**src/rtl/uart_pkt_pkg.sv**
```systemverilog
// Shared types for the UART packet parser: FSM states, error codes, default SOF.
package uart_pkt_pkg;

  typedef enum logic [2:0] {
    S_SOF,
    S_LEN,
    S_PAYLOAD,
    S_CSUM,
    S_OUT
  } state_e;

  typedef enum logic [1:0] {
    ERR_LEN     = 2'd0,
    ERR_CSUM    = 2'd1,
    ERR_TIMEOUT = 2'd2,
    ERR_OVERRUN = 2'd3
  } err_e;

  localparam logic [7:0] SOF_DEFAULT = 8'hA5;

endpackage

```
**src/rtl/uart_pkt_timeout.sv**
```systemverilog
// Inter-byte watchdog: counts idle clocks while enabled, expires on the last allowed idle clock.
module uart_pkt_timeout #(
  parameter int unsigned TIMEOUT_CLKS = 50000
) (
  input  logic clk_i,
  input  logic rst_i,
  input  logic en_i,
  input  logic clr_i,
  output logic expire_o
);

  localparam int unsigned TW = (TIMEOUT_CLKS > 0) ? $clog2(TIMEOUT_CLKS + 1) : 1;
  localparam logic [TW-1:0] LAST = TW'(TIMEOUT_CLKS - 1);

  logic [TW-1:0] tcnt_q;

  // A byte in the expiry cycle clears the count, so it always beats the timeout.
  assign expire_o = (TIMEOUT_CLKS != 0) && en_i && !clr_i && (tcnt_q == LAST);

  always_ff @(posedge clk_i) begin
    if (rst_i || !en_i || clr_i || expire_o) tcnt_q <= '0;
    else                                     tcnt_q <= tcnt_q + TW'(1);
  end

endmodule

```
**src/rtl/uart_rx_pkt_parser.sv**
```systemverilog
// Assembles SOF/LEN/payload/CSUM frames from UART bytes, verifies them and
// streams good payloads out on a valid/ready interface.
module uart_rx_pkt_parser
  import uart_pkt_pkg::*;
#(
  parameter int unsigned MAX_LEN      = 16,
  parameter logic [7:0]  SOF_BYTE     = SOF_DEFAULT,
  parameter int unsigned TIMEOUT_CLKS = 50000
) (
  input  logic       clk_i,
  input  logic       rst_i,
  input  logic       rx_done_i,
  input  logic [7:0] rx_data_i,
  output logic       m_valid_o,
  output logic [7:0] m_data_o,
  output logic       m_last_o,
  input  logic       m_ready_i,
  output logic       pkt_ok_o,
  output logic       pkt_err_o,
  output logic [1:0] err_code_o,
  output logic       busy_o
);

  localparam int LW = $clog2(MAX_LEN + 1);
  localparam int IW = (MAX_LEN > 1) ? $clog2(MAX_LEN) : 1;

  state_e        state_q;
  err_e          err_code_q;
  logic [LW-1:0] len_q, wr_idx_q, rd_idx_q;
  logic [7:0]    csum_q, m_data_q;
  logic          m_valid_q, m_last_q, pkt_ok_q, pkt_err_q;
  logic [7:0]    pbuf_q [MAX_LEN];

  logic          tmo_en, expire;
  logic [LW-1:0] len_m1, rd_nxt;

  assign tmo_en = (state_q == S_LEN) || (state_q == S_PAYLOAD) || (state_q == S_CSUM);
  assign len_m1 = len_q - LW'(1);
  assign rd_nxt = rd_idx_q + LW'(1);

  uart_pkt_timeout #(.TIMEOUT_CLKS(TIMEOUT_CLKS)) u_tmo (
    .clk_i    (clk_i),
    .rst_i    (rst_i),
    .en_i     (tmo_en),
    .clr_i    (rx_done_i),
    .expire_o (expire)
  );

  always_ff @(posedge clk_i) begin
    if (state_q == S_PAYLOAD && rx_done_i) pbuf_q[wr_idx_q[IW-1:0]] <= rx_data_i;
  end

  always_ff @(posedge clk_i) begin
    if (rst_i) begin
      state_q    <= S_SOF;
      err_code_q <= ERR_LEN;
      len_q      <= '0;
      wr_idx_q   <= '0;
      rd_idx_q   <= '0;
      csum_q     <= '0;
      m_data_q   <= '0;
      m_valid_q  <= 1'b0;
      m_last_q   <= 1'b0;
      pkt_ok_q   <= 1'b0;
      pkt_err_q  <= 1'b0;
    end else begin
      pkt_ok_q  <= 1'b0;
      pkt_err_q <= 1'b0;
      case (state_q)
        S_SOF: if (rx_done_i && rx_data_i == SOF_BYTE) state_q <= S_LEN;
        S_LEN: if (rx_done_i) begin
          // Full 8-bit compare so oversize lengths cannot alias after truncation.
          if (rx_data_i == 8'd0 || {24'd0, rx_data_i} > MAX_LEN) begin
            pkt_err_q  <= 1'b1;
            err_code_q <= ERR_LEN;
            state_q    <= S_SOF;
          end else begin
            len_q    <= rx_data_i[LW-1:0];
            wr_idx_q <= '0;
            csum_q   <= rx_data_i;
            state_q  <= S_PAYLOAD;
          end
        end
        S_PAYLOAD: if (rx_done_i) begin
          csum_q   <= csum_q ^ rx_data_i;
          wr_idx_q <= wr_idx_q + LW'(1);
          if (wr_idx_q == len_m1) state_q <= S_CSUM;
        end
        S_CSUM: if (rx_done_i) begin
          if (rx_data_i == csum_q) begin
            pkt_ok_q  <= 1'b1;
            rd_idx_q  <= '0;
            m_valid_q <= 1'b1;
            m_data_q  <= pbuf_q[0];
            m_last_q  <= (len_q == LW'(1));
            state_q   <= S_OUT;
          end else begin
            pkt_err_q  <= 1'b1;
            err_code_q <= ERR_CSUM;
            state_q    <= S_SOF;
          end
        end
        S_OUT: begin
          if (rx_done_i) begin
            pkt_err_q  <= 1'b1;
            err_code_q <= ERR_OVERRUN;
          end
          if (m_valid_q && m_ready_i) begin
            if (m_last_q) begin
              m_valid_q <= 1'b0;
              m_last_q  <= 1'b0;
              state_q   <= S_SOF;
            end else begin
              rd_idx_q <= rd_nxt;
              m_data_q <= pbuf_q[rd_nxt[IW-1:0]];
              m_last_q <= (rd_nxt == len_m1);
            end
          end
        end
        default: state_q <= S_SOF;
      endcase
      // expire is never set together with rx_done, so it cannot clash with the case above.
      if (expire) begin
        pkt_err_q  <= 1'b1;
        err_code_q <= ERR_TIMEOUT;
        state_q    <= S_SOF;
      end
    end
  end

  assign m_valid_o  = m_valid_q;
  assign m_data_o   = m_data_q;
  assign m_last_o   = m_last_q;
  assign pkt_ok_o   = pkt_ok_q;
  assign pkt_err_o  = pkt_err_q;
  assign err_code_o = err_code_q;
  assign busy_o     = (state_q != S_SOF);

endmodule

```
**config.mk**
```make
export PLATFORM = sky130hd
export DESIGN_NAME = uart_rx_pkt_parser
export DESIGN_NICKNAME = d
export VERILOG_FILES = /design/src/rtl/uart_pkt_pkg.sv /design/src/rtl/uart_pkt_timeout.sv /design/src/rtl/uart_rx_pkt_parser.sv
export SDC_FILE = /design/constraint.sdc
export NUM_CORES = 1
export LEC_CHECK = 0
export CORE_MARGIN = 4
export CORE_UTILIZATION = 55
export CTS_CLUSTER_DIAMETER = 60
export DETAILED_ROUTE_END_ITERATION = 8
export PLACE_DENSITY = 0.85
export SYNTH_ARGS = -nofsm -noshare
export SYNTH_HDL_FRONTEND = slang
export SYNTH_SLANG_ARGS = --single-unit
```
**constraint.sdc**
```tcl
create_clock -name clk_i -period 4.6 [get_ports clk_i]
set_clock_uncertainty 0.2 [all_clocks]
set_input_delay 0.92 -clock clk_i [delete_from_list [all_inputs] [get_ports clk_i]]
set_output_delay 0.92 -clock clk_i [all_outputs]
set_load 0.03 [all_outputs]
```
Word level (Yosys, flattened, before mapping)
Memories as Yosys holds them, arrays and structs flattened. Index checks and enable logic that the tools add are counted.

Reductions and logical operators: 30. Order comparisons: 1. Add/sub/neg operators: 4. Multiplexer cells: 55. Equal/unequal tests: 28. Bitwise gates (word level): 4.

Operator list (count): two-way mux 8 bit (7); two-way mux 5 bit (7); case mux 8 bit (2 select lines) (2); two-way mux 3 bit (8); inequality test 2 bit (second input constant) (10); case mux 5 bit (2 select lines) (2); two-way mux 1 bit (17); adder 16 x 1 -> 16 bit (second input constant) (1); equality test 16 bit (second input constant) (1); case mux 3 bit (5 select lines) (1); two-way mux 2 bit (7); inequality test 3 x 2 -> 1 bit (second input constant) (4); AND reduction 6 bit (2); adder 5 x 1 -> 5 bit (second input constant) (2); equality test 5 bit (2); AND reduction 5 bit (2); equality test 8 bit (1); equality test 8 bit (second input constant) (1); > comparator 8 x 5 -> 1 bit (second input constant) (1); zero test 8 bit (1); AND reduction 4 bit (2); XOR 8 bit (1); AND reduction 7 bit (1); equality test 3 x 2 -> 1 bit (second input constant) (2); other kinds (20) (37).

Output and inout bits: 15. Memories kept: 1. Bits in registers: 56. RAM bits: 128.

Memory list: pbuf_q (words 16, width 8, read ports 2, clocked after Yosys merged registers in 0, write ports 1, line uart_rx_pkt_parser.sv:32) `logic [7:0] pbuf_q [MAX_LEN];`.

Logic depth before layout (Yosys ltp)
Word-level depth: 7. Gate-level depth with buffers: 9. Gate-level depth less buffers: 7.

Cells and area by module
From an unflattened synthesis, not the netlist that was laid out.

Cells, all modules: 622. Area, all modules: 8146.6 um2.

By module, submodules not included: uart_rx_pkt_parser (times used 1, sequential area each 4644.5 um2, cells an instance 540, area each 7360.8 um2); uart_pkt_timeout (times used 1, sequential area each 320.3 um2, cells an instance 82, area each 785.8 um2).

Worst setup path after synthesis
OpenSTA, ideal clock, no wires.

Kind: in2reg. From: in rx_done_i. To: mem pbuf_q[3][0] (enable). Arrival time: 2309 ps. Buffers on the path: 2. Stages: 5. Path slack: 1708 ps. Cell sequence: clkbuf_1 and2_1 clkbuf_1 nand2_1 nor3_1.

Cells in the longest elaborated chain, start to end: 3.

RTL lines: from (decl) (line uart_rx_pkt_parser.sv:12) `input logic rx_done_i,`; logical AND 1 bit (line uart_rx_pkt_parser.sv:50) `if (state_q == S_PAYLOAD && rx_done_i) pbuf_q[wr_idx_q[IW-1:0]] <= rx_data_i;`; two-way mux 1 bit (line uart_rx_pkt_parser.sv:50); two-way mux 1 bit (implied by the code) (line uart_rx_pkt_parser.sv:50); to (decl) (line uart_rx_pkt_parser.sv:32).

No other way between the ends.

Worst setup path in the final report
From: in rx_data_i[2]. To: reg csum_q[2].

Cells in the longest elaborated chain, start to end: 4.

RTL lines: from (decl) (line uart_rx_pkt_parser.sv:13) `input logic [7:0] rx_data_i,`; > comparator 8 x 5 -> 1 bit / zero test 8 bit (equally long branches) (line uart_rx_pkt_parser.sv:73) `if (rx_data_i == 8'd0 || {24'd0, rx_data_i} > MAX_LEN) begin`; logical OR 1 bit (line uart_rx_pkt_parser.sv:73); inequality test 2 bit (no line); AND reduction 4 bit (no line); to (signal assigned) (line uart_rx_pkt_parser.sv:80) `csum_q <= rx_data_i;`; to (signal assigned) (line uart_rx_pkt_parser.sv:85) `csum_q <= csum_q ^ rx_data_i;`; to (decl) (line uart_rx_pkt_parser.sv:30) `logic [7:0] csum_q, m_data_q;`.

Several ways; a longest one is shown, not always the timed one. The select of a mux whose other input is x is not followed. A chain may end at the register's enable or synchronous reset.

==> results_dict.tcl <==
set metrics [dict create \
    outcome "complete, no violations" \
    clk_path_buf_depth 2 \
    hold_violations 0 \
    avgSynthCellArea_um2 13.53 \
    cts_max_level 4 \
    rows 43 \
    synthXorXnorAreaFrac_pct 3.949 \
    maxCapViolations 0 \
    worst_slack_ns 1.367 \
    syn-num-nets 610 \
    route.detailed.drc 0 \
    ys.warnings.count 0 \
    cts_hold_buf 0 \
    grt_max_degree 37 \
    path_clk_slew_ns 0.07 \
    finalNetCount 641 \
    drtIter0Drc 613 \
    pin_count 27 \
    clk_latency_ns 0.44 \
    cts.sinks 184 \
    r2r_start "state_q[2]$_SDFFE_PP0P_" \
    rsz0062_at_grt "false" \
    synth_simple_gate_area_share_pct 12.22 \
    synthMuxAreaShare_pct 11.78 \
    netlist_area_um2 7985 \
    power.density_nw_per_um2 360.4 \
    ant_nets 0 \
    synth_compound_area_share_pct 6.393 \
    critPathMaxFanout 21 \
    dp_hpwl_um 11380 \
    synthAdderAreaFrac_pct 1.254 \
    min_period_over_period_pct 70.29 \
    cts_tree "built" \
    area_growth_pct 13.18 \
    synth_edf_count 128 \
    finalNonFillerCells 813 \
    ys_seq_elements 184 \
    cts_buffers 17 \
    yosysSeqAreaShare_pct 62.17 \
    async_flop_share_pct 0 \
    first_global_vias 5119 \
    vias 5097 \
    cts_resized 0 \
    hp-start "u_tmo.tcnt_q[0]$_SDFF_PP0_" \
    final_period_minus_worst_setup_slack_ns 3.233 \
    post-cts-setup-buffers 0 \
    arrival_ns 3.40 \
    grt-ovfl-total 0 \
    slew_headroom_pct 35.61 \
    setup_viol 0 \
    io_buffer_count 26 \
    synth_top_family_by_area "simple AND/OR/NAND/NOR gates" \
    antenna_found_initial 0 \
    syn_inst 590 \
    cts_root_buf "clkbuf_16" \
    n_antenna_cell 0 \
    grtUsageTotal_pct 22.80 \
    slew_violations 0 \
    crit_type "input port to register" \
    leakagePower_nw 2.897 \
    hold_path_class "register to register" \
    place_ws_ns 1.044 \
    max_freq_mhz 309.3 \
    core-area_um2 14040 \
    power_mw 3.257 \
    dr.pass1.iters 5 \
    wire_per_inst_um 21.84 \
    drive_above_1_share_pct 14.06 \
    required_ns 4.76 \
    routed_wl_um 17750 \
    die_w_um 128.5 \
    tightest_slew_ns 0.9659 \
    place_congestion 0.8231 \
    max-vdd-ir-drop_uv 271.7 \
    synth-main-ff-cell "edfxtp_1" \
    via_per_inst 6.269 \
    die_area_um2 16510 \
    grt_pass1_wl_um 28290 \
    fin_setup_tns_ns 0 \
    startpoint "rx_data_i[2]" \
    synth_cell_types 49 \
    die_y_um 128.5 \
    critPathCaptureType "register" \
    place_inst 782 \
    startpoint_type "input port" \
    timing.hold.ws_ns 0.2656 \
    start_util_pct 56.87 \
]
registers in the layout (all words and copies together) (netlist names):
name and count:
state_q 3, m_valid_o 1, rd_idx_q 5, err_code_o 2
m_data_o 8, pkt_ok_o 1, m_last_o 1, pbuf_q 128
u_tmo.tcnt_q 16, len_q 5, pkt_err_o 1, csum_q 8
wr_idx_q 5
worst max-delay path, cell delays in order:
cell             delay [ns]
clkdlybuf4s50_1        0.54
buf_4                  0.29
nor4_1                 0.35
xnor2_1                0.21
a31oi_1                0.64
o21ai_0                0.25
a21oi_1                0.19
synthesized netlist by cell type (all sizes together), types with 14 or more instances:
library cell | n | area share (%)
nand3 | 20 | 1.3
buf | 14 | 1.1
nand2 | 43 | 2.0
a21oi | 24 | 1.5
nor2 | 51 | 2.4
edfxtp | 128 | 48
mux2i | 22 | 2.8
mux4 | 32 | 9.0
xnor2 | 14 | 1.5
xor2 | 22 | 2.4
dfxtp | 56 | 14
clkbuf | 18 | 0.85
nor3 | 22 | 1.4
path summary, 6_finish.rpt:
check | to | slack [ns] | cells past startpoint
setup / recovery | csum_q[2]$_SDFFE_PP0P_ | 1.37 | 7
setup reg to reg | m_data_o[2]$_SDFFE_PP0P_ | 1.57 | 4
hold / removal | u_tmo.tcnt_q[0]$_SDFF_PP0_ | 0.27 | 1
hold reg to reg | u_tmo.tcnt_q[0]$_SDFF_PP0_ | 0.27 | 1
placed cells by master (no fill, tap or decap), drive strengths merged, types with 3 or more instances in the layout:
cell	synthesis	routed
edfxtp	128	128
o311a	9	9
and4	4	4
nand3b	12	12
nand2	43	43
or3	4	4
nor4	6	6
clkdlybuf4s50	0	26
ha	8	8
mux2i	22	22
or2	3	3
clkinvlp	0	3
nor3	22	22
nand3	20	20
nor2b	3	3
inv	5	8
nand4	4	4
a31oi	5	5
clkinv	1	7
and3	3	3
nor2	51	51
o21ai	13	13
mux4	32	32
buf	14	18
clkbuf	18	17
o211ai	12	12
nor3b	3	3
nand2b	4	4
o31ai	8	8
a21oi	24	24
dfxtp	56	56
xnor2	14	14
and2	3	3
xor2	22	22
layer usage:
metal	wire length, µm	GRT usage (%)	vias to the layer above
met1	7118	29.70	2550
met2	8951	37.60	200
met3	1101	4.608	37
li1	-	-	2310
met5	0	0	-
met4	580	9.697	0
stage by stage:
stage,area [µm²],util (%)
3_5_place_dp,8462,60.26
6_report,9037,64.36
5_1_grt,9037,64.36
4_1_cts,9037,64.36
2_1_floorplan,7985,-
3_3_place_gp,8462,60.26
where the power goes:
group / switching (mW) / leakage (nW) / total [mW] / internal, mW
registers: 0.000255 / 1.60 / 1.77 / 1.77
logic: 0.0415 / 1.02 / 0.0591 / 0.0176
clock network: 0.631 / 0.273 / 1.43 / 0.800
cells by family after synthesis:
kind of cell,after synthesis
muxes,54
xor gates and xnor gates,36
AOI/OAI and AO/OA,77
and+or+nand+nor,193
DFF,184
buffers and inverters,38
adders and majority gates,8
layout make-up:
type                       instances  area (µm²)
fill                             947        5005
sequential                       184        4966
multi-input combinational        368        2853
clock buffer                      17       425.4
timing repair buffer              44       395.4
tap                              180       225.2
clock inverter                    14       150.1
inverter                           6       22.52
Note: power is estimated with default switching activity, not from simulation.
